`config.mk`:
```
export PLATFORM = sky130hd
export DESIGN_NAME = vga_frame_capture_flat
export DESIGN_NICKNAME = d
export VERILOG_FILES = /design/src/rtl/vga_timing_pkg.sv /design/src/rtl/vga_frame_capture_if.sv /design/src/rtl/vga_timing_tracker.sv /design/src/rtl/vga_frame_capture.sv /design/src/flat_wrapper.sv
export SDC_FILE = /design/constraint.sdc
export NUM_CORES = 1
export LEC_CHECK = 0
export BUFFER_PORTS_ARGS = -buffer_cell sky130_fd_sc_hd__buf_4
export CAP_MARGIN = 40
export CORE_MARGIN = 3
export CORE_UTILIZATION = 34
export CTS_CLUSTER_SIZE = 30
export DETAILED_ROUTE_END_ITERATION = 6
export GPL_ROUTABILITY_DRIVEN = 0
export PLACE_DENSITY_LB_ADDON = 0.2
export SYNTH_ARGS = -nofsm -noshare
export SYNTH_HDL_FRONTEND = slang
export SYNTH_SLANG_ARGS = --single-unit
```
`constraint.sdc`:
```
create_clock -name clk -period 3.65 [get_ports clk]
set_input_delay 0.73 -clock clk [delete_from_list [all_inputs] [get_ports clk]]
set_output_delay 0.73 -clock clk [all_outputs]
set_load 0.01 [all_outputs]
```
`src/rtl/vga_timing_pkg.sv`:
```
// Shared timing defaults, capture FSM encoding, pixel and address types for the VGA capture path.
package vga_timing_pkg;

  localparam int DEF_H_TOTAL = 800;
  localparam int DEF_V_TOTAL = 526;
  localparam int DEF_HSYNC_W = 96;
  localparam int DEF_H_START = 145;
  localparam int DEF_V_START = 36;
  localparam int DEF_IMG_W   = 256;
  localparam int DEF_IMG_H   = 256;

  localparam int ADDR_W = 32;

  typedef logic [ADDR_W-1:0] cap_addr_t;

  typedef enum logic [1:0] {
    UNLOCKED = 2'd0,
    VERIFY   = 2'd1,
    IDLE     = 2'd2,
    CAPTURE  = 2'd3
  } cap_state_t;

  typedef struct packed {
    logic [7:0] r;
    logic [7:0] g;
    logic [7:0] b;
  } pix_t;

  // Linear word address of an image pixel, row-major.
  function automatic cap_addr_t pix_addr(input logic [9:0] row, input logic [10:0] col,
                                         input int img_w);
    return cap_addr_t'(row) * cap_addr_t'(img_w) + cap_addr_t'(col);
  endfunction

endpackage

```
`src/rtl/vga_frame_capture_if.sv`:
```
// Video input and memory-write bundle of the frame grabber; master = video source / memory side.
interface vga_frame_capture_if;
  import vga_timing_pkg::*;

  logic       vga_hsync;
  logic       vga_vsync;
  logic [7:0] vga_r;
  logic [7:0] vga_g;
  logic [7:0] vga_b;
  logic       capture_en;
  logic       wr_en;
  cap_addr_t  DataAdrCap;
  logic [31:0] wr_data;
  logic       locked;
  logic       frame_done;
  logic       sync_err;

  modport master (
    output vga_hsync, vga_vsync, vga_r, vga_g, vga_b, capture_en,
    input  wr_en, DataAdrCap, wr_data, locked, frame_done, sync_err
  );

  modport slave (
    input  vga_hsync, vga_vsync, vga_r, vga_g, vga_b, capture_en,
    output wr_en, DataAdrCap, wr_data, locked, frame_done, sync_err
  );

endinterface

```
`src/rtl/vga_timing_tracker.sv`:
```
// Registers the incoming sync/pixel stream, recovers x/y raster position and flags timing violations.
// VGA_CAPTURE_RGB_EN: when defined, green and blue are registered as well as red.
module vga_timing_tracker
  import vga_timing_pkg::*;
#(
  parameter int H_TOTAL = DEF_H_TOTAL,
  parameter int V_TOTAL = DEF_V_TOTAL,
  parameter int HSYNC_W = DEF_HSYNC_W
) (
  input  logic        clk,
  input  logic        reset,
  input  logic        i_hsync,
  input  logic        i_vsync,
  input  logic [7:0]  i_r,
  input  logic [7:0]  i_g,
  input  logic [7:0]  i_b,
  output logic [10:0] o_x_cnt,
  output logic [9:0]  o_y_cnt,
  output logic        o_vrise,
  output pix_t        o_pix_q,
  output logic        o_viol
);

  localparam logic [10:0] X_LAST    = 11'(H_TOTAL - 1);
  localparam logic [10:0] X_TIMEOUT = 11'(H_TOTAL + 16);
  localparam logic [9:0]  Y_LAST    = 10'(V_TOTAL - 1);
  localparam logic [10:0] HS_WIDTH  = 11'(HSYNC_W);

  logic        r_h_q;
  logic        r_v_q;
  logic        r_h_prev;
  logic        r_v_prev;
  logic [10:0] r_x_cnt;
  logic [9:0]  r_y_cnt;
  logic [10:0] r_hw_cnt;

  logic        w_hrise;
  logic        w_vrise;
  logic        w_hfall;

  assign w_hrise = r_h_q & ~r_h_prev;
  assign w_vrise = r_v_q & ~r_v_prev;
  assign w_hfall = ~r_h_q & r_h_prev;

  always_ff @(posedge clk or negedge reset) begin
    if (!reset) begin
      r_h_q    <= 1'b0;
      r_v_q    <= 1'b0;
      r_h_prev <= 1'b0;
      r_v_prev <= 1'b0;
      r_x_cnt  <= '0;
      r_y_cnt  <= '0;
      r_hw_cnt <= '0;
    end else begin
      r_h_q    <= i_hsync;
      r_v_q    <= i_vsync;
      r_h_prev <= r_h_q;
      r_v_prev <= r_v_q;

      // A frame start realigns both counters even when hsync did not rise with it.
      if (w_hrise || w_vrise) begin
        r_x_cnt <= '0;
      end else if (r_x_cnt != 11'h7FF) begin
        r_x_cnt <= r_x_cnt + 11'd1;
      end

      if (w_vrise) begin
        r_y_cnt <= '0;
      end else if (w_hrise) begin
        r_y_cnt <= r_y_cnt + 10'd1;
      end

      // Counts h_q high cycles; equals the pulse width on the falling-edge cycle.
      if (w_hrise) begin
        r_hw_cnt <= 11'd1;
      end else if (r_h_q && (r_hw_cnt != 11'h7FF)) begin
        r_hw_cnt <= r_hw_cnt + 11'd1;
      end
    end
  end

`ifdef VGA_CAPTURE_RGB_EN
  pix_t r_pix_q;

  always_ff @(posedge clk or negedge reset) begin
    if (!reset) begin
      r_pix_q <= '0;
    end else begin
      r_pix_q <= {i_r, i_g, i_b};
    end
  end

  assign o_pix_q = r_pix_q;
`else
  logic [7:0] r_pix_r;
  logic       w_unused_gb;

  always_ff @(posedge clk or negedge reset) begin
    if (!reset) begin
      r_pix_r <= '0;
    end else begin
      r_pix_r <= i_r;
    end
  end

  assign o_pix_q     = {r_pix_r, 16'h0000};
  assign w_unused_gb = ^{i_g, i_b};
`endif

  assign o_viol = (w_hrise && (r_x_cnt != X_LAST))
                | (!w_hrise && (r_x_cnt == X_TIMEOUT))
                | (w_vrise && (r_y_cnt != Y_LAST))
                | (w_hfall && (r_hw_cnt != HS_WIDTH));

  assign o_x_cnt = r_x_cnt;
  assign o_y_cnt = r_y_cnt;
  assign o_vrise = w_vrise;

endmodule

```
`src/rtl/vga_frame_capture.sv`:
```
// VGA receive-side frame grabber: locks onto the sync stream and writes the active image to memory.
// VGA_CAPTURE_RGB_EN: when defined, writes {8'h00, r, g, b}; otherwise {24'h0, r}.
module vga_frame_capture
  import vga_timing_pkg::*;
#(
  parameter int H_TOTAL = DEF_H_TOTAL,
  parameter int V_TOTAL = DEF_V_TOTAL,
  parameter int HSYNC_W = DEF_HSYNC_W,
  parameter int H_START = DEF_H_START,
  parameter int V_START = DEF_V_START,
  parameter int IMG_W   = DEF_IMG_W,
  parameter int IMG_H   = DEF_IMG_H
) (
  input logic                clk,
  input logic                reset,
  vga_frame_capture_if.slave cap_if
);

  localparam logic [10:0] X_LO     = 11'(H_START);
  localparam logic [10:0] X_HI     = 11'(H_START + IMG_W - 1);
  localparam logic [9:0]  Y_LO     = 10'(V_START);
  localparam logic [9:0]  Y_HI     = 10'(V_START + IMG_H - 1);
  localparam logic [10:0] COL_LAST = 11'(IMG_W - 1);
  localparam logic [9:0]  ROW_LAST = 10'(IMG_H - 1);

  logic [10:0] w_x_cnt;
  logic [9:0]  w_y_cnt;
  logic        w_vrise;
  logic        w_viol;
  pix_t        w_pix;
  logic [10:0] w_col;
  logic [9:0]  w_row;
  logic        w_win;
  logic        w_last;
  cap_addr_t   w_addr;
  logic [31:0] w_wdata;

  cap_state_t  r_state;
  logic        r_locked;
  logic        r_wr_en;
  cap_addr_t   r_addr;
  logic [31:0] r_wdata;
  logic        r_frame_done;
  logic        r_sync_err;

  vga_timing_tracker #(
    .H_TOTAL (H_TOTAL),
    .V_TOTAL (V_TOTAL),
    .HSYNC_W (HSYNC_W)
  ) u_tracker (
    .clk     (clk),
    .reset   (reset),
    .i_hsync (cap_if.vga_hsync),
    .i_vsync (cap_if.vga_vsync),
    .i_r     (cap_if.vga_r),
    .i_g     (cap_if.vga_g),
    .i_b     (cap_if.vga_b),
    .o_x_cnt (w_x_cnt),
    .o_y_cnt (w_y_cnt),
    .o_vrise (w_vrise),
    .o_pix_q (w_pix),
    .o_viol  (w_viol)
  );

  assign w_col  = w_x_cnt - X_LO;
  assign w_row  = w_y_cnt - Y_LO;
  assign w_win  = (r_state == CAPTURE)
                && (w_x_cnt >= X_LO) && (w_x_cnt <= X_HI)
                && (w_y_cnt >= Y_LO) && (w_y_cnt <= Y_HI);
  assign w_last = (w_col == COL_LAST) && (w_row == ROW_LAST);
  assign w_addr = pix_addr(w_row, w_col, IMG_W);

`ifdef VGA_CAPTURE_RGB_EN
  assign w_wdata = {8'h00, w_pix.r, w_pix.g, w_pix.b};
`else
  logic w_unused_gb;
  assign w_wdata     = {24'h0, w_pix.r};
  assign w_unused_gb = ^{w_pix.g, w_pix.b};
`endif

  always_ff @(posedge clk or negedge reset) begin
    if (!reset) begin
      r_state      <= UNLOCKED;
      r_locked     <= 1'b0;
      r_wr_en      <= 1'b0;
      r_addr       <= '0;
      r_wdata      <= '0;
      r_frame_done <= 1'b0;
      r_sync_err   <= 1'b0;
    end else begin
      r_sync_err   <= w_viol;
      // A violation suppresses the write it coincides with, so no write follows the abort.
      r_wr_en      <= w_win && !w_viol;
      r_frame_done <= w_win && w_last && !w_viol;
      if (w_win) begin
        r_addr  <= w_addr;
        r_wdata <= w_wdata;
      end

      case (r_state)
        UNLOCKED: begin
          r_locked <= 1'b0;
          if (w_vrise) begin
            r_state <= VERIFY;
          end
        end
        VERIFY: begin
          if (w_viol) begin
            r_state <= UNLOCKED;
          end else if (w_vrise) begin
            r_state  <= IDLE;
            r_locked <= 1'b1;
          end
        end
        IDLE: begin
          if (w_viol) begin
            r_state  <= UNLOCKED;
            r_locked <= 1'b0;
          end else if (w_vrise && cap_if.capture_en) begin
            r_state <= CAPTURE;
          end
        end
        CAPTURE: begin
          if (w_viol) begin
            r_state  <= UNLOCKED;
            r_locked <= 1'b0;
          end else if (w_win && w_last) begin
            r_state <= IDLE;
          end
        end
        default: begin
          r_state  <= UNLOCKED;
          r_locked <= 1'b0;
        end
      endcase
    end
  end

  assign cap_if.wr_en      = r_wr_en;
  assign cap_if.DataAdrCap = r_addr;
  assign cap_if.wr_data    = r_wdata;
  assign cap_if.locked     = r_locked;
  assign cap_if.frame_done = r_frame_done;
  assign cap_if.sync_err   = r_sync_err;

endmodule

```
`src/flat_wrapper.sv`:
```
// flat-port wrapper written by rule: the top's interface ports become plain ports
module vga_frame_capture_flat import vga_timing_pkg::*;
#(
  parameter int H_TOTAL = DEF_H_TOTAL,
  parameter int V_TOTAL = DEF_V_TOTAL,
  parameter int HSYNC_W = DEF_HSYNC_W,
  parameter int H_START = DEF_H_START,
  parameter int V_START = DEF_V_START,
  parameter int IMG_W   = DEF_IMG_W,
  parameter int IMG_H   = DEF_IMG_H
)
  (clk, reset, cap_if_vga_hsync, cap_if_vga_vsync, cap_if_vga_r, cap_if_vga_g, cap_if_vga_b, cap_if_capture_en, cap_if_wr_en, cap_if_DataAdrCap, cap_if_wr_data, cap_if_locked, cap_if_frame_done, cap_if_sync_err);
  vga_frame_capture_if cap_if_i ();
  input logic clk;
  input logic reset;
  input wire logic [$bits(cap_if_i.vga_hsync)-1:0] cap_if_vga_hsync;
  input wire logic [$bits(cap_if_i.vga_vsync)-1:0] cap_if_vga_vsync;
  input wire logic [$bits(cap_if_i.vga_r)-1:0] cap_if_vga_r;
  input wire logic [$bits(cap_if_i.vga_g)-1:0] cap_if_vga_g;
  input wire logic [$bits(cap_if_i.vga_b)-1:0] cap_if_vga_b;
  input wire logic [$bits(cap_if_i.capture_en)-1:0] cap_if_capture_en;
  output wire logic [$bits(cap_if_i.wr_en)-1:0] cap_if_wr_en;
  output wire logic [$bits(cap_if_i.DataAdrCap)-1:0] cap_if_DataAdrCap;
  output wire logic [$bits(cap_if_i.wr_data)-1:0] cap_if_wr_data;
  output wire logic [$bits(cap_if_i.locked)-1:0] cap_if_locked;
  output wire logic [$bits(cap_if_i.frame_done)-1:0] cap_if_frame_done;
  output wire logic [$bits(cap_if_i.sync_err)-1:0] cap_if_sync_err;
  assign cap_if_i.vga_hsync = cap_if_vga_hsync;
  assign cap_if_i.vga_vsync = cap_if_vga_vsync;
  assign cap_if_i.vga_r = cap_if_vga_r;
  assign cap_if_i.vga_g = cap_if_vga_g;
  assign cap_if_i.vga_b = cap_if_vga_b;
  assign cap_if_i.capture_en = cap_if_capture_en;
  assign cap_if_wr_en = cap_if_i.wr_en;
  assign cap_if_DataAdrCap = cap_if_i.DataAdrCap;
  assign cap_if_wr_data = cap_if_i.wr_data;
  assign cap_if_locked = cap_if_i.locked;
  assign cap_if_frame_done = cap_if_i.frame_done;
  assign cap_if_sync_err = cap_if_i.sync_err;
  vga_frame_capture #(.H_TOTAL(H_TOTAL), .V_TOTAL(V_TOTAL), .HSYNC_W(HSYNC_W), .H_START(H_START), .V_START(V_START), .IMG_W(IMG_W), .IMG_H(IMG_H)) u_core (.clk(clk), .reset(reset), .cap_if(cap_if_i));
endmodule
```
==> metrics.md, run 1 <==
| Metric | Value |
|---|---|
| Effective utilization at floorplan | between 30% and 40% |
| Status | finished, final reports clean |
| Post-synthesis cell type count | between 50 and 60 |
| Total CTS buffers | 9 |
| Most used DFF post-synth | dfrtp_1 |
| Placed cell area | ~0.0047 sq mm |
| Pin count of the biggest net entering global routing | 51 |
| CP Launch Point | u_core.u_tracker.o_x_cnt[0]$_DFFE_PN0P_ |
| Mapped Area | 0.00434 sq mm |
| First-pass GRT wire length | 15.8 mm |
| Post-Route WL | a little over 9 mm |
| Post-CTS Repair Setup Buffers | 0 |
| Gr usage total | about 14% |
| N_diodes | 0 |
| # resized after CTS | 0 |
| Yosys reg bits | 77 |
| Row cnt | 40 |
| Share of the synthesized area in the top cell type | 44.4% |
| Ranking of synthesized cells by area | dfrtp_1, nand2_1, buf_4, xnor2_1, ha_1 |
| Share of layout cells above drive strength 1 | a little over an eighth |
| Minimum clock period | about 3.3 ns |
| Area grow syn2layout | 15.3% |
| Compound-Gate Fraction of Synth Area | approximately 8.9% |
| CTS tree | done |
| Design Area, Final | 0.00500 sq mm |
| Drt via density | approximately 4.7 |
| Most frequent cells in the layout | nand2_1, dfrtp_1, buf_4 |
| Type of the most critical hold path | in2async |
| Crit end category | register |
| Worst R2R Path Depth | 14 |
| Mux cell area share after synthesis | less than 1% |
| Hold Buf Count CTS | 0 |
| Core Area | roughly 0.012 sq mm |
| Fin crit share | around nine tenths |
| CP Cell Sequence | inv_1 > ha_1 > nor3b_2 > o21ai_1 > a21oi_1 > a21oi_1 > ha_1 > fa_1 > a21oi_1 > nor3_1 > nand2_1 > nor2b_1 > nor3b_1 > mux2_2 |
| Max-slew violation count | 0 |
| CTS Sinks | 77 |
| Commonest non-fill, non-tap cell in the layout | nand2_1 |
| Avg WL per Cell | roughly 13 um |
| Clock Path Buffers | 2 |
| Root Driver | clkbuf_16 |
| Cell family with most CP delay | adder cells |
| Max_cap viols | 0 |
| Clock transition at path regs | ~0.06 ns |
| Avg Inst Size Synth | ~9.2 sq um |
| Initial antenna violation count | 0 |
| Crit Path Max Fanout | 8 |
| Fmax | roughly 0.30 GHz |
| Reg2reg start | u_core.u_tracker.o_x_cnt[0]$_DFFE_PN0P_ |
| Seq/Total Area, Yosys | 44.4% |
| I/O pins | 97 |
| Non-filler cells, final | a little under 700 |
| Layout Skew | 0.00707 ns |
| WP data arrival | 3.51 ns |
| Adder-Cell Fraction of Synth Area | around 4.8% |
| Power per cell area | between 400 and 500 mW/mm^2 |
| XOR/XNOR share of the synthesized area | 8.68% |
| H-tree Lvls | 3 |
| Clk_lat worst skew | ~0.33 ns |
| Dpl cells | about 670 |
| Pre-antenna DRT Iters | 4 |
| Max stage delay cell, worst path | dfrtp_1 |
| Fin. Hold Viols | 0 |
| Chip height | 119 um |
| Relative slew slack | around 47% |
| Ys async rst share | between 90% and 100% |
| CP dominant cell by count | a21oi_1 |
| Type of origin of the critical path | register |
| Antenna Nets Post-Route | 0 |
| Reg2reg end | u_core.cap_if.DataAdrCap[18]$_DFFE_PN0P_ |
| Critical path class | reg2reg |
| Input/output buffers | 43 |
| Leakage power figure | about 2.3 nW |
| Reg-to-reg setup timing slack | approximately 0.36 ns |
| Number of synthesized flops with an enable pin | 0 |
| 1st-iter DRT viols | 215 |
| Die Span X | around 120 um |
| Vias in the first global route | between 3k and 4k |
| Synth Instances | 473 |
| DPL Wire Length | approximately 6.6 mm |
| Crit-path max cell delay | about 0.46 ns |
| Setup TNS | 0 ns |
| Cell taking the most area after synthesis | dfrtp_1 |
| Final setup fails | 0 |
| Fin nets | 555 |
| Simple-Gate Fraction of Synth Area | 22.2% |
| RSZ-0062 raised after global routing | false |
| Slew @ Worst Pin | roughly 0.8 ns |
| Full die area | 0.0142 sq mm |
| VDD IR-drop max | 0.000235 V |
| Worst path depth | 14 |
| Worst setup path end | u_core.cap_if.DataAdrCap[18]$_DFFE_PN0P_ |
| YS warnings | 0 |
| Via count | approximately 3.2k |
| Buffers and inverters on the worst path | 1 |
| Crit path required time | about 3.9 ns |
| Grt ovf | 0 |
| Remaining DRCs | 0 |
| Main combinational cell family by area after synthesis | simple AND/OR/NAND/NOR gates |
==> power by group <==
group,leakage [nW],total (mW),switching [mW],internal (mW)
combinational,1.14,0.214,0.127,0.0870
clock,0.156,0.940,0.342,0.598
sequential,1.03,0.927,0.0443,0.883
==> layout make-up <==
class | count | area (sq um)
timing repair buffer | 49 | 388
clock buffer | 10 | 229
multi-input combinational | 358 | 2100
inverter | 15 | 56.3
sequential | 77 | 1930
tap | 168 | 210
fill | 1232 | 7260
clock inverter | 6 | 87.6
==> cell families after synthesis <==
group | count (synthesis)
other | 1
flip-flops | 77
AND/OR/NAND/NOR | 198
adder cells (fa/ha/maj) | 16
multiplexers | 3
AO/OA/AOI/OAI | 61
buffers and inverters | 74
XOR/XNOR | 43
==> how the worst min path moves through the flow <==
stage | start | to | slack [ns] | cells after the start
3_5_place_dp | u_core.u_tracker.r_v_q$_DFF_PN0_ | u_core.u_tracker.r_v_prev$_DFF_PN0_ | 0.39 | 0
3_3_place_gp | u_core.u_tracker.r_v_q$_DFF_PN0_ | u_core.u_tracker.r_v_prev$_DFF_PN0_ | 0.38 | 0
6_report | reset | u_core.u_tracker.r_pix_r[4]$_DFF_PN0_ | 0.32 | 1
2_1_floorplan | u_core.u_tracker.r_v_q$_DFF_PN0_ | u_core.u_tracker.r_v_prev$_DFF_PN0_ | 0.37 | 0
4_1_cts | reset | u_core.u_tracker.r_pix_r[4]$_DFF_PN0_ | 0.33 | 1
5_1_grt | reset | u_core.u_tracker.r_pix_r[3]$_DFF_PN0_ | 0.34 | 1
==> metal layers <==
layer | track usage, % | vias up | routed length (um)
met3 | 3.32 | 9 | 496
met5 | 0 | - | 0
met1 | 19.4 | 1535 | 4500
li1 | - | 1592 | -
met2 | 20.3 | 93 | 4050
met4 | 4.13 | 0 | 118
==> synth_stat cells (all sizes together) (3+ instances only) <==
cell type and number:
or3 3, buf 49, nor2b 7, o31ai 3, nor3b 4, nand4 12
xnor2 26, nand3 16, ha 15, a21oi 17, o21ai 20, dfrtp 77
nand2 78, clkbuf 10, inv 15, nor4 7, nand2b 4, nand4b 3
nor2 39, xor2 17, nor3 14
==> state kept, by name, summed over array words and instances, names as in the netlist <==
register	cells
u_core.cap_if.DataAdrCap	19
u_core.u_tracker.o_x_cnt	11
u_core.u_tracker.r_hw_cnt	11
u_core.u_tracker.o_y_cnt	10
u_core.cap_if.wr_data	8
u_core.u_tracker.r_pix_r	8
u_core.r_state	2
u_core.cap_if.frame_done	1
u_core.cap_if.locked	1
u_core.cap_if.sync_err	1
u_core.cap_if.wr_en	1
u_core.u_tracker.r_h_prev	1
u_core.u_tracker.r_h_q	1
u_core.u_tracker.r_v_prev	1
u_core.u_tracker.r_v_q	1
==> through the flow <==
| step | worst slack (ns) | hold WS, ns | util, % | power, mW |
|---|---|---|---|---|
| floorplan | 0.768 | 0.368 | - | 1.11 |
| CTS | 0.350 | 0.329 | 40.8 | 2.12 |
| global placement | 0.425 | 0.380 | 38.0 | 1.15 |
| global route | 0.0591 | 0.335 | 40.8 | 2.19 |
| finish | 0.357 | 0.322 | 40.8 | 2.08 |
| detailed placement | 0.357 | 0.390 | 38.2 | 1.16 |
Power figures use the tool's default switching activity.
==> run 2, diff against run 1 <==
==> constraint.sdc (replaced) <==
create_clock -name clk -period 3.9 [get_ports clk]
set_input_delay 0.78 -clock clk [delete_from_list [all_inputs] [get_ports clk]]
set_output_delay 0.78 -clock clk [all_outputs]
set_load 0.01 [all_outputs]
==> metrics.md, run 2 (synthesis gave the netlist of run 1 again) <==
| Metric | Value |
|---|---|
| RSZ-0062 raised after global routing | false |
| Effective utilization at floorplan | about 35% |
| Critical path class | reg2reg |
| Core Area | about 0.012 sq mm |
| Fmax | 0.300 GHz |
| I/O pins | 97 |
| Hold Buf Count CTS | 0 |
| Status | finished, final reports clean |
| Worst R2R Path Depth | 14 |
| WP data arrival | roughly 3.6 ns |
| Pre-antenna DRT Iters | 5 |
| Minimum clock period | between 3 and 4 ns |
| Pin count of the biggest net entering global routing | 41 |
| Total CTS buffers | 9 |
| Post-CTS Repair Setup Buffers | 0 |
| Antenna Nets Post-Route | 0 |
| Fin crit share | between 80 and 90% |
| VDD IR-drop max | 0.000227 V |
| Die Span X | 119 um |
| Max_cap viols | 0 |
| H-tree Lvls | 3 |
| Reg-to-reg setup timing slack | around 0.57 ns |
| Non-filler cells, final | slightly below 700 |
| Reg2reg end | u_core.cap_if.DataAdrCap[18]$_DFFE_PN0P_ |
| Chip height | roughly 120 um |
| Power per cell area | 386 mW/mm^2 |
| Setup WS pre-CTS | around 0.6 ns |
| Leakage power figure | around 2.3 nW |
| Type of origin of the critical path | register |
| Reg2reg start | u_core.u_tracker.o_x_cnt[0]$_DFFE_PN0P_ |
| Design Area, Final | 0.00498 sq mm |
| Multi-input combinational cell area | between 0.002 and 0.0025 sq mm |
| Hold EP | u_core.u_tracker.r_v_prev$_DFF_PN0_ |
| Root Driver | clkbuf_16 |
| Input/output buffers | 43 |
| Total power | between 1.5 and 2 mW |
| Gr usage total | approximately 14% |
| Via count | 3253 |
| GR Layer Usage met2 | 20.6% |
| Vias in the first global route | between 3k and 4k |
| Type of the most critical hold path | reg2reg |
| CTS Sinks | a little under 80 |
| Fin nets | around 550 |
| Initial antenna violation count | 0 |
| CP Launch Point | u_core.u_tracker.o_x_cnt[0]$_DFFE_PN0P_ |
| Grt ovf | 0 |
| # resized after CTS | 0 |
| Area grow syn2layout | 14.8% |
| Placed cell area | 0.00467 sq mm |
| Remaining DRCs | 0 |
| Clock transition at path regs | ~0.060 ns |
| Crit end category | register |
| Clk_lat worst skew | 0.34 ns |
| N_diodes | 0 |
| Layout Skew | 0.00626 ns |
| First-pass GRT wire length | between 15 and 20 mm |
| Reg area | between 0.0015 and 0.002 sq mm |
| Hold depth | 0 |
| Post-Route WL | 9.22 mm |
| Max reg flops | 19 |
| Share of layout cells above drive strength 1 | 13.4% |
| Drt via density | ~4.8 |
| Full die area | roughly 0.014 sq mm |
| 1st-iter DRT viols | approximately 180 |
| Clock Path Buffers | 2 |
| Setup TNS | 0 ns |
| Hold Startpoint | u_core.u_tracker.r_v_q$_DFF_PN0_ |
| Slew @ Worst Pin | 0.821 ns |
| CTS tree | done |
| Setup ws final | around 0.57 ns |
| Relative slew slack | around 45% |
| Crit Path Max Fanout | 8 |
| M1 GR Usage | roughly a fifth |
| M3 GR Usage | roughly 4% |
| Dpl cells | ~670 |
| DPL Wire Length | between 6 and 7 mm |
| Row cnt | 40 |
| Layout fillers | approximately 1.2k |
| Fin. Hold Viols | 0 |
| Max-slew violation count | 0 |
| Avg WL per Cell | 13.5 um |
| Crit path required time | about 4 ns |
| Final setup fails | 0 |
| Most Crowded Layer GR | met2 |
| Commonest non-fill, non-tap cell in the layout | nand2_1 |
| Most frequent cells in the layout | nand2_1, dfrtp_1, buf_4 |
==> run 2: changes by cell type in the layout (fill, tap and decap cells not counted), sizes merged <==
cell	previous run	this run
clkinv	4	1
buf	49	48
bufinv	2	1
clkinvlp	0	1
clkbuf	10	13
==> run 2: cell type report <==
type                            count  area share [%]
Clock buffer                       13            5.42
Clock inverter                      3           0.854
Inverter                           15            1.13
Multi-Input combinational cell    358            42.2
Sequential cell                    77            38.7
Tap cell                          168            4.22
Timing Repair Buffer               48            7.48
==> run 2: worst max-delay path by stage <==
stage / endpoint / slack [ns] / cells past startpoint
floorplan: u_core.cap_if.DataAdrCap[18]$_DFFE_PN0P_ / 1.02 / 14
global placement: u_core.cap_if.DataAdrCap[18]$_DFFE_PN0P_ / 0.66 / 14
detailed placement: u_core.cap_if.DataAdrCap[18]$_DFFE_PN0P_ / 0.59 / 14
CTS: u_core.cap_if.DataAdrCap[18]$_DFFE_PN0P_ / 0.59 / 14
global route: u_core.cap_if.DataAdrCap[17]$_DFFE_PN0P_ / 0.39 / 12
finish: u_core.cap_if.DataAdrCap[18]$_DFFE_PN0P_ / 0.57 / 14
==> run 2: metal layers <==
| metal | wire length, um | vias to the layer above | part of all wire, % |
|---|---|---|---|
| met1 | 4530 | 1536 | 49 |
| met3 | 492 | 12 | 5.3 |
| met2 | 4080 | 99 | 44 |
| met5 | 0 | - | 0 |
| met4 | 113 | 0 | 1.2 |
| li1 | - | 1606 | - |
==> run 2: where the power goes <==
group          switching (mW)  internal, mW
clock                   0.310         0.547
combinational           0.118        0.0801
sequential             0.0423         0.826
==> run 2: worst max-delay path, stage by stage, from the launching register on <==
cell and delay, ns:
dfrtp_1 0.45, inv_1 0.12, ha_1 0.29, nor3b_2 0.29, o21ai_1 0.15, a21oi_1 0.31
a21oi_1 0.09, ha_1 0.22, fa_1 0.40, a21oi_1 0.20, nor3_1 0.09, nand2_1 0.12
nor2b_1 0.07, nor3b_1 0.13, mux2_2 0.27
==> run 2: through the flow <==
stage               hold slack [ns]  util, %
CTS                           0.401     40.6
floorplan                     0.368        -
global route                  0.404     40.6
global placement              0.380     37.9
detailed placement            0.388     38.1
finish                        0.399     40.6
==> run 3, diff against run 2 <==
--- a/config.mk
+++ b/config.mk
@@ -5,6 +5,7 @@
 export SDC_FILE = /design/constraint.sdc
 export NUM_CORES = 1
 export LEC_CHECK = 0
+export ABC_AREA = 1
 export BUFFER_PORTS_ARGS = -buffer_cell sky130_fd_sc_hd__buf_4
 export CAP_MARGIN = 40
 export CORE_MARGIN = 3
==> metrics.md, run 3 <==
| Metric | Value |
|---|---|
| Most frequent cell after synthesis | nand2_1 |
| Input/output buffers | 43 |
| Antenna Nets Post-Route | 0 |
| Core Area | between 0.01 and 0.015 sq mm |
| Hold Buf Count CTS | 0 |
| VDD IR-drop max | about 0.00025 V |
| Remaining DRCs | 0 |
| # resized after CTS | 0 |
| Cell taking the most area after synthesis | dfrtp_1 |
| Reg-to-reg setup timing slack | roughly 1.0 ns |
| YS warnings | 0 |
| Fin. Hold Viols | 0 |
| Simple-Gate Fraction of Synth Area | 28.3% |
| Fin nets | 670 |
| Worst path depth | 16 |
| Worst setup path end | u_core.cap_if.DataAdrCap[16]$_DFFE_PN0P_ |
| Fmax | 0.350 GHz |
| Crit path required time | about 4 ns |
| Main combinational cell family by area after synthesis | simple AND/OR/NAND/NOR gates |
| Root Driver | clkbuf_16 |
| I/O pins | between 90 and 100 |
| Share of the synthesized area in the top cell type | 43.0% |
| Chip height | 121 um |
| Die Span X | about 120 um |
| Adder-Cell Fraction of Synth Area | ~4.6% |
| Setup TNS | 0 ns |
| Total CTS buffers | 9 |
| WP data arrival | 3.08 ns |
| Final setup fails | 0 |
| Mapped Area | about 0.0045 sq mm |
| Status | finished, final reports clean |
| Worst R2R Path Depth | 16 |
| Crit end category | register |
| Gr usage total | 14.5% |
| Grt ovf | 0 |
| Drt via density | around 4.7 |
| Mux cell area share after synthesis | 0% |
| Type of the most critical hold path | reg2reg |
| Ys async rst share | 100% |
| Total power | approximately 2.0 mW |
| Post-synthesis cell type count | 40 |
| 1st-iter DRT viols | between 200 and 300 |
| XOR/XNOR share of the synthesized area | 1.95% |
| DPL Wire Length | 7.57 mm |
| Power per cell area | about 380 mW/mm^2 |
| Design Area, Final | between 0.005 and 0.006 sq mm |
| Pre-antenna DRT Iters | 4 |
| Crit Path Max Fanout | 6 |
| Layout Skew | approximately 0.0069 ns |
| Number of synthesized flops with an enable pin | 0 |
| Yosys reg bits | just under 80 |
| Vias in the first global route | ~3.6k |
| Clock transition at path regs | 0.06 ns |
| Synth Instances | just under 600 |
| Avg Inst Size Synth | 7.76 sq um |
| Critical path class | reg2reg |
| Fin crit share | roughly three quarters |
| H-tree Lvls | 3 |
| Ranking of synthesized cells by area | dfrtp_1, nand2_1, buf_4, inv_1, nand3_1 |
| RSZ-0062 raised after global routing | false |
| Commonest non-fill, non-tap cell in the layout | nand2_1 |
| Pin count of the biggest net entering global routing | 46 |
| Dpl cells | 786 |
| Crit-path max cell delay | roughly 0.45 ns |
| N_diodes | 0 |
| Via count | around 3.7k |
| Layout fillers | 1334 |
| CP Launch Point | u_core.u_tracker.o_x_cnt[0]$_DFFE_PN0P_ |
| Max stage delay cell, worst path | dfrtp_1 |
| Post-synth top cells | nand2_1, dfrtp_1, inv_1, nor2_1, nand3_1 |
| Clk_lat worst skew | approximately 0.33 ns |
| Max-slew violation count | 0 |
| Post-Route WL | 9.94 mm |
| Buffers and inverters on the worst path | 2 |
| Full die area | 0.0146 sq mm |
| Area grow syn2layout | 15.0% |
| Reg2reg end | u_core.cap_if.DataAdrCap[16]$_DFFE_PN0P_ |
| Leakage power figure | 2.65 nW |
| CTS Sinks | between 70 and 80 |
| Row cnt | between 40 and 50 |
| Compound-Gate Fraction of Synth Area | under 10% |
| CP Cell Sequence | inv_1 > ha_1 > nand2_1 > nand2_1 > nand2_1 > nand2_1 > nand3_1 > nand2_1 > inv_1 > ha_1 > nand2_1 > a21oi_1 > nand2_1 > nor2_1 > nand4_1 > a22o_1 |
| Seq/Total Area, Yosys | a little over two fifths |
| Post-CTS Repair Setup Buffers | 0 |
| Reg2reg start | u_core.u_tracker.o_x_cnt[0]$_DFFE_PN0P_ |
| Avg WL per Cell | 12.4 um |
| Max reg flops | 19 |
| Type of origin of the critical path | register |
| Clock Path Buffers | 2 |
| Hold Startpoint | u_core.u_tracker.r_v_q$_DFF_PN0_ |
| Effective utilization at floorplan | between 30% and 40% |
| Max_cap viols | 0 |
| Non-filler cells, final | between 800 and 900 |
| First-pass GRT wire length | between 15 and 20 mm |
| Most frequent cells in the layout | nand2_1, dfrtp_1, inv_1 |
| CP dominant cell by count | nand2_1 |
| Initial antenna violation count | 0 |
| Placed cell area | between 0.004 and 0.005 sq mm |
| Minimum clock period | ~2.9 ns |
| Most used DFF post-synth | dfrtp_1 |
| CTS tree | done |
| Cell family with most CP delay | simple AND/OR/NAND/NOR gates |
| Share of layout cells above drive strength 1 | 14.1% |
## run 3: cell types whose count changed after synthesis, sizes merged, moves of 5 or more
cell    before  now
nand2       78  155
inv         15   66
nand3       16   45
xnor2       26    2
o21ai       20   38
nor2        39   56
xor2        17    8
clkbuf      10    2
nor2b        7    1
a21oi       17   22
buf         49   44
## run 3: report_power, final
group	leakage [nW]	internal [mW]	switching [mW]
registers	1.03	0.833	0.0354
logic	1.48	0.0907	0.176
clock network	0.139	0.494	0.324
total	2.65	1.42	0.535
## run 3: logic make-up after synthesis
logic type	count (synthesis)
flip-flops	77
other	1
adder cells (fa/ha/maj)	16
AO/OA/AOI/OAI	73
AND/OR/NAND/NOR	289
buffers and inverters	112
XOR/XNOR	10
## run 3: layer usage
metal	GRT usage (%)	wire length, um	part of all wire [%]
met1	19.6	4850	49
met2	22.9	4690	47
met3	3.45	343	3.4
met4	4.39	66	0.66
met5	0	0	0
## run 3: worst min-delay path by stage
| stage | end | slack (ns) | depth (start not counted) |
|---|---|---|---|
| after global routing | u_core.u_tracker.r_v_prev$_DFF_PN0_ | 0.40 | 0 |
| after floorplan | u_core.u_tracker.r_v_prev$_DFF_PN0_ | 0.35 | 0 |
| after global placement | u_core.u_tracker.r_v_prev$_DFF_PN0_ | 0.36 | 0 |
| final | u_core.u_tracker.r_v_prev$_DFF_PN0_ | 0.38 | 0 |
| after CTS | u_core.u_tracker.r_v_prev$_DFF_PN0_ | 0.38 | 0 |
| after detailed placement | u_core.u_tracker.r_v_prev$_DFF_PN0_ | 0.37 | 0 |
## run 3: final cells by class
type                    count  area, sq um  area share, %
clock buffers              10          229           4.44
clock inverters             5         60.1           1.16
inverters                  66          248           4.80
multi-input cells         425         2110           41.0
flip-flops and latches     77         1930           37.4
well taps                 172          215           4.17
repair buffers             46          365           7.08
## run 3: per-stage QoR
step / setup WS [ns] / util, % / hold slack, ns
final: 1.04 / 40.4 / 0.382
after CTS: 1.02 / 40.4 / 0.385
after detailed placement: 1.03 / 38.1 / 0.372
after floorplan: 1.41 / - / 0.354
after global placement: 1.09 / 37.9 / 0.361
after global routing: 0.625 / 40.4 / 0.401
